### src/rtl/delta_event_sink.sv
// delta_event_sink: receive end of the send-on-delta channel protocol.
// Holds the last reported value of 4 channels, re-emits every accepted
// event through a small FIFO, and flags channels that have gone silent.
module delta_event_sink #(
  parameter int unsigned DEPTH        = 4,
  parameter int unsigned STALE_CYCLES = 255
) (
  input  logic       clk,
  input  logic       rst_n,     // synchronous, active-high despite the name
  input  logic       ev_valid,
  output logic       ev_ready,
  input  logic [1:0] ev_ch,
  input  logic [7:0] ev_data,
  output logic       out_valid,
  input  logic       out_ready,
  output logic [1:0] out_ch,
  output logic [7:0] out_data,
  input  logic [1:0] rd_ch,
  output logic [7:0] rd_data,
  output logic [3:0] stale,
  output logic [7:0] evt_cnt
);

  localparam int unsigned AW = $clog2(DEPTH);
  localparam int unsigned CW = AW + 1;
  localparam logic [CW-1:0] FULL_CNT = CW'(DEPTH);
  localparam logic [15:0]   AGE_MAX  = 16'(STALE_CYCLES);

  logic [7:0]    val_q [4];
  logic [7:0]    val_d [4];
  logic [15:0]   age_q [4];
  logic [15:0]   age_d [4];
  logic [3:0]    vld_q, vld_d;
  logic [9:0]    mem_q [DEPTH];
  logic [9:0]    mem_d [DEPTH];
  logic [AW-1:0] wr_ptr_q, wr_ptr_d;
  logic [AW-1:0] rd_ptr_q, rd_ptr_d;
  logic [CW-1:0] cnt_q, cnt_d;
  logic [7:0]    evt_cnt_q, evt_cnt_d;
  logic          accept;
  logic          pop;

  assign ev_ready  = (cnt_q != FULL_CNT);
  assign out_valid = (cnt_q != '0);
  assign accept    = ev_valid & ev_ready;
  assign pop       = out_valid & out_ready;
  assign out_ch    = mem_q[rd_ptr_q][9:8];
  assign out_data  = mem_q[rd_ptr_q][7:0];
  assign rd_data   = val_q[rd_ch];
  assign evt_cnt   = evt_cnt_q;

  // Stale flags derived purely from registered validity and age.
  always_comb begin
    stale = '0;
    for (int unsigned i = 0; i < 4; i++) begin
      stale[i] = !vld_q[i] || (age_q[i] == AGE_MAX);
    end
  end

  // Next-state: channel table, age timers, FIFO pointers/count, event counter.
  always_comb begin
    val_d     = val_q;
    age_d     = age_q;
    vld_d     = vld_q;
    mem_d     = mem_q;
    wr_ptr_d  = wr_ptr_q;
    rd_ptr_d  = rd_ptr_q;
    cnt_d     = cnt_q;
    evt_cnt_d = evt_cnt_q;

    for (int unsigned i = 0; i < 4; i++) begin
      if (accept && (ev_ch == 2'(i))) begin
        val_d[i] = ev_data;
        vld_d[i] = 1'b1;
        age_d[i] = '0;
      end else if (age_q[i] != AGE_MAX) begin
        age_d[i] = age_q[i] + 16'd1;
      end
    end

    if (accept) begin
      mem_d[wr_ptr_q] = {ev_ch, ev_data};
      wr_ptr_d        = wr_ptr_q + AW'(1);
      evt_cnt_d       = evt_cnt_q + 8'd1;
    end
    if (pop) begin
      rd_ptr_d = rd_ptr_q + AW'(1);
    end

    case ({accept, pop})
      2'b10:   cnt_d = cnt_q + CW'(1);
      2'b01:   cnt_d = cnt_q - CW'(1);
      default: cnt_d = cnt_q;
    endcase
  end

  // State registers; reset clears everything including FIFO storage.
  always_ff @(posedge clk) begin
    if (rst_n) begin
      for (int unsigned i = 0; i < 4; i++) begin
        val_q[i] <= '0;
        age_q[i] <= '0;
      end
      for (int unsigned i = 0; i < DEPTH; i++) begin
        mem_q[i] <= '0;
      end
      vld_q     <= '0;
      wr_ptr_q  <= '0;
      rd_ptr_q  <= '0;
      cnt_q     <= '0;
      evt_cnt_q <= '0;
    end else begin
      val_q     <= val_d;
      age_q     <= age_d;
      vld_q     <= vld_d;
      mem_q     <= mem_d;
      wr_ptr_q  <= wr_ptr_d;
      rd_ptr_q  <= rd_ptr_d;
      cnt_q     <= cnt_d;
      evt_cnt_q <= evt_cnt_d;
    end
  end

endmodule

### config.mk
export PLATFORM = sky130hd
export DESIGN_NAME = delta_event_sink
export DESIGN_NICKNAME = d
export VERILOG_FILES = /design/src/rtl/delta_event_sink.sv
export SDC_FILE = /design/constraint.sdc
export NUM_CORES = 1
export LEC_CHECK = 0
export ABC_AREA = 1
export BUFFER_PORTS_ARGS = -buffer_cell sky130_fd_sc_hd__buf_2
export CAP_MARGIN = 10
export CORE_ASPECT_RATIO = 1.25
export CORE_MARGIN = 5
export CORE_UTILIZATION = 50
export CTS_CLUSTER_DIAMETER = 80
export DETAILED_ROUTE_END_ITERATION = 10
export GPL_TIMING_DRIVEN = 0
export HOLD_SLACK_MARGIN = 0.08
export PLACE_DENSITY = 0.7
export SLEW_MARGIN = 0
export SYNTH_ARGS = -nofsm -noshare
export SYNTH_HDL_FRONTEND = slang
export SYNTH_SLANG_ARGS = --single-unit
### constraint.sdc
create_clock -name clk -period 2.2 [get_ports clk]
set_clock_uncertainty 0.15 [all_clocks]
set_input_delay 0.22 -clock clk [delete_from_list [all_inputs] [get_ports clk]]
set_output_delay 0.22 -clock clk [all_outputs]
set_load 0.05 [all_outputs]
**Yosys cells after proc, flatten, opt, wreduce, memory -nomap -nowiden**

Index checks and enable logic that the tools add are counted.

- Word-level logic and storage cells: 82
- Bits of input ports: 16
- Register bits after elaboration: 155

- Order comparisons: 4
- Add/sub/neg operators: 9
- Reduce and logical (&&, ||, !) cells: 20
- Bitwise gates (word level): 5
- Multiplexer cells: 10
- Eq/ne operators: 14

Operators with widths:

| kind | number |
|---|---|
| 16-bit by 1-bit adder with 16-bit output, second input constant | 4 |
| 16-bit by 8-bit equality test with 1-bit output, second input constant | 4 |
| 16-bit by 8-bit inequality test with 1-bit output, second input constant | 4 |
| 40-bit bitwise mux | 1 |
| 10-bit 2-to-1 mux | 3 |
| 10-bit binary-select mux with 2-bit select | 1 |
| 10-bit demux with 2-bit select | 1 |
| 8-bit binary-select mux with 2-bit select | 1 |
| 8-bit 2-to-1 mux | 2 |
| 3-bit >= comparator, second input constant | 3 |
| 2-bit inverter with 3-bit output | 3 |
| 8-bit by 1-bit adder with 8-bit output, second input constant | 1 |
| 2-bit OR reduction | 4 |
| 2-bit equality test, second input constant | 3 |
| 3-bit case mux with 2 select lines | 1 |
| 1-bit logical AND | 5 |
| 2-bit by 1-bit adder with 2-bit output, second input constant | 2 |
| 2-bit by 1-bit equality test with 1-bit output, second input constant | 2 |
| 1-bit zero test | 4 |
| 1-bit logical OR | 4 |
| 3-bit by 1-bit adder with 3-bit output, second input constant | 1 |
| 3-bit by 1-bit less-than comparator with 1-bit output, second input constant | 1 |
| 3-bit inequality test, second input constant | 1 |
| 3-bit nonzero test | 1 |
| 4 further kinds | 5 |

**Logic depth before layout (Yosys ltp)**

- Depth in word-level cells: 6
- Mapped depth: 11
- Mapped depth without buffers: 11

**Worst setup path before layout**

No wires, ideal clock.

- Kind: flip-flop to flip-flop
- From: register cnt_q[2]
- To: register cnt_q[2]
- Period minus slack after synthesis: 2379 ps
- Path slack: -179 ps
- Arrival: 2159 ps
- Data required time: 1980 ps
- Stages on the path, launching flop included: 12
- Buffers on the path: 0
- Path through: dfxtp_1 -> inv_1 -> nand2_1 -> nand2_1 -> inv_1 -> ha_1 -> inv_1 -> fa_1 -> or2_2 -> nand2_1 -> o21ai_0 -> a21oi_1

- Cells in the longest elaborated chain, start to end: 4
- Elaborated cells between the ends (all ways): 10

RTL lines:

| what | RTL line | source |
|---|---|---|
| start, declared | 38 | `logic [CW-1:0] cnt_q, cnt_d;` |
| start signal, assigned | 119 | `cnt_q <= cnt_d;` |
| 3-bit nonzero test (*) | 44 | `assign out_valid = (cnt_q != '0);` |
| via out_valid | 14 | `output logic out_valid,` |
| 1-bit AND (*) | 46 | `assign pop = out_valid & out_ready;` |
| via pop | 41 | `logic pop;` |
| 2-bit by 1-bit equality test with 1-bit output or 2-bit equality test (tied branches) | 90 | `case ({accept, pop})` |
| 3-bit case mux with 2 select lines or 2-bit nonzero test (tied branches) | - |  |

The timed path passes the listed nets; every way through them passes the cells marked *.
A chain may end at the register's enable or synchronous reset.

**Worst setup path after layout**

- From: register cnt_q[1]
- To: register cnt_q[2]

- Cells in the longest elaborated chain, start to end: 4
- Elaborated cells between the ends (all ways): 10

RTL lines:

| what | RTL line |
|---|---|
| 3-bit inequality test or 3-bit nonzero test (tied branches) | 43, 44 |
| 1-bit AND (on tied branches) | 45, 46 |
| 2-bit by 1-bit equality test with 1-bit output or 2-bit equality test (tied branches) | 90 |
| 3-bit case mux with 2 select lines or 2-bit nonzero test (tied branches) | - |

Parallel ways exist; a longest one is shown, timed or not.

==> results.cfg <==
[outcome]
outcome = finished clean

[clock_network]
cts_tree = done
clk_pin_slew_ns = 0.06
clk_path_buf_depth = 2
clkLatencyLatePin_ns = 0.42
cts_buffers = 17
numClockSinks = 155
clockRootBuffer = clkbuf_16
cts_max_level = 4

[detailed_routing]
vias = 7222
ant_nets = 0
drc = 0
wirelength_um = 19020
drt-pass1-iter-count = 5
drt_iter0_markers = 392
wl_per_cell_um = 13.20
viasPerCell = 5.012

[grt]
grt_start_max_net_pins = 17
grt_pass1_wl_um = 32010
first_global_vias = 6826
antenna_found_initial = 0
grt-ovfl-total = 0
track_usage_pct = 21.62

[synth]
synth_enable_flop_cells = 0
synthDistinctLibCells = 30
yosys_warnings = 0
synth_top_family_by_area = simple AND/OR/NAND/NOR gates
synth_cells = 1150
synth_area_um2 = 7715
syn_avg_cell_area_um2 = 6.709
synthAdderAreaFrac_pct = 1.881
synth_compound_area_share_pct = 13.22
synth-simple-area-share_pct = 31.92
synth_area_leaders = dfxtp_1 (40%), nand2_1 (13%), a21oi_1 (8.8%)
synthFlopType = dfxtp_1
syn_nets = 1177
synthMuxAreaShare_pct = 0
seq_area_frac_synth_pct = 40.22
synth_seq_cells = 155
synthTopCellsByCount = nand2_1 (269), nor2_1 (176), dfxtp_1 (155)
yosys.area.top_type_share_pct = 40.22
async_flop_share_pct = 0
yosysTopAreaCell = dfxtp_1
synthXorXnorAreaFrac_pct = 2.384
synth_most_common_cell = nand2_1

[timing]
hold_violations = 0
max_freq_mhz = 477.1
final-max-slew-violation-count = 0
timing.final.crit_share_pct = 95.28
tightest_slew_ns = 0.7370
maxSlewHeadroom_pct = 50.87
worst_slack_ns = 0.1038
min_period_ns = 2.096
setup_viol = 0
fin_hold_ws_ns = 0.1184

[die]
die_w_um = 121.1
rows = 50
dieHeight_um = 148.9
ios = 48
initial_utilization_pct = 51.17
dieArea_um2 = 18030
core_um2 = 15080

[worst_setup_path]
ff2ff_setup_slack_ns = 0.10
cp-startpoint = cnt_q[1]
required_ns = 2.40
path_max_fanout = 9
worstPathArrival_ns = 2.30
startpoint_type = flip-flop
r2r-end = cnt_q[2]
worstSetupPathType = reg -> reg
r2r_start = cnt_q[1]
ff2ff_path_depth = 10
cp-endpoint = cnt_q[2]
endpoint_kind = flip-flop

[finish]
post_route_cells_drive_above_1_share_pct = 11.92
nNetsFinal = 1247
area_growth_syn_to_layout_pct = 16.83
num_antenna_cells = 0

[placed_design]
portBuffers = 35
place_hpwl_um = 13370
pre_cts_slack_ns = -0.05320
place_congestion = 0.8626

[power]
vdd_ir_drop_max_mv = 0.6727
p_leak_nw = 3.718
cellPowerDensity_nw_per_um2 = 862.2

[flow_run]
max-cap-violations = 0

[worst_hold_path]
hold_class = in -> reg
-- cell usage in the layout (no fill, tap or decap), types with 12 or more instances in the layout --
master / count
nand4_1: 13
a21oi_1: 136
dlygate4sd3_1: 12
xnor2_1: 18
nor2_1: 176
nand2_1: 266
nand3_1: 84
buf_2: 46
o21ai_0: 46
clkbuf_16: 17
dfxtp_1: 151
clkbuf_1: 13
inv_1: 141
-- registers in the layout, indices dropped and copies added (netlist names) --
signal and count:
vld_q 4, rd_ptr_q 2, mem_q 40, cnt_q 3, evt_cnt 8, age_q 64, val_q 32, wr_ptr_q 2
-- critical path, stage by stage, from the launching register on --
cell and delay [ns]:
dfxtp_2 0.34, nor2_4 0.18, nand2_4 0.10, nand2_8 0.10
ha_1 0.15, inv_1 0.06, fa_1 0.38, or2_2 0.30
nand2_1 0.08, o21ai_0 0.07, a21oi_1 0.12
-- area by class of cell --
cell class	count	area, µm²
Buffer	48	276.5
Clock buffer	17	425.4
Clock inverter	15	130.1
Fill cell	1446	6063
Inverter	141	529.3
Multi-Input combinational cell	805	3918
Sequential cell	155	3110
Tap cell	208	260.3
Timing Repair Buffer	52	364.1
-- per-layer routing --
metal  vias to the layer above  global-route usage (%)  wire length, µm
met1                      3284                   26.27             8433
li1                       3784                       -                -
met2                       127                   38.16             9564
met3                        27                   3.680              662
met5                         -                       0                0
met4                         0                   7.937              360
-- cells by family (layout without fill, tap and decap cells) --
| family | after synthesis | in the layout |
|---|---|---|
| flops | 155 | 155 |
| compound gates | 198 | 198 |
| xor+xnor | 21 | 21 |
| fa+ha+maj | 11 | 11 |
| buf+inv | 190 | 273 |
| simple gates | 575 | 575 |
-- stage by stage --
step / instances / instance area (µm²) / power [mW] / TNS, ns / util (%)
global placement: 1393 / 8158 / 4.937 / -0.01032 / 54.11
detailed placement: 1393 / 8158 / 4.951 / -0.05320 / 54.11
finish: 1441 / 9014 / 7.771 / 0 / 59.78
global route: 1441 / 9014 / 8.154 / -0.006620 / 59.78
CTS: 1439 / 8929 / 7.754 / 0 / 59.22
floorplan: 1150 / 7722 / 4.516 / 0 / -
-- power breakdown --
part	internal, mW	switching [mW]
Clock	1.48	1.28
Combinational	0.555	1.35
Sequential	2.98	0.122
Total	5.01	2.76
-- worst min path at each step --
stage | start | endpoint | slack [ns] | cells past startpoint
CTS | rst_n | age_q[15] | 0.09 | 4
detailed placement | vld_q[1] | vld_q[1] | 0.29 | 2
global route | rst_n | age_q[15] | 0.14 | 4
finish | rst_n | age_q[4] | 0.12 | 4
global placement | vld_q[3] | vld_q[3] | 0.29 | 2
floorplan | out_ready | rd_ptr_q[0] | 0.27 | 2
-- timing repair --
action,CTS,global route
endpoints found under the setup margin,14,15
hold endpoints to repair,77,0
hold buffers,12,0
resized for setup,21,24
gates cloned,0,0
pin swaps,2,2
setup buffers,3,2
Power figures use the tool's default switching activity.
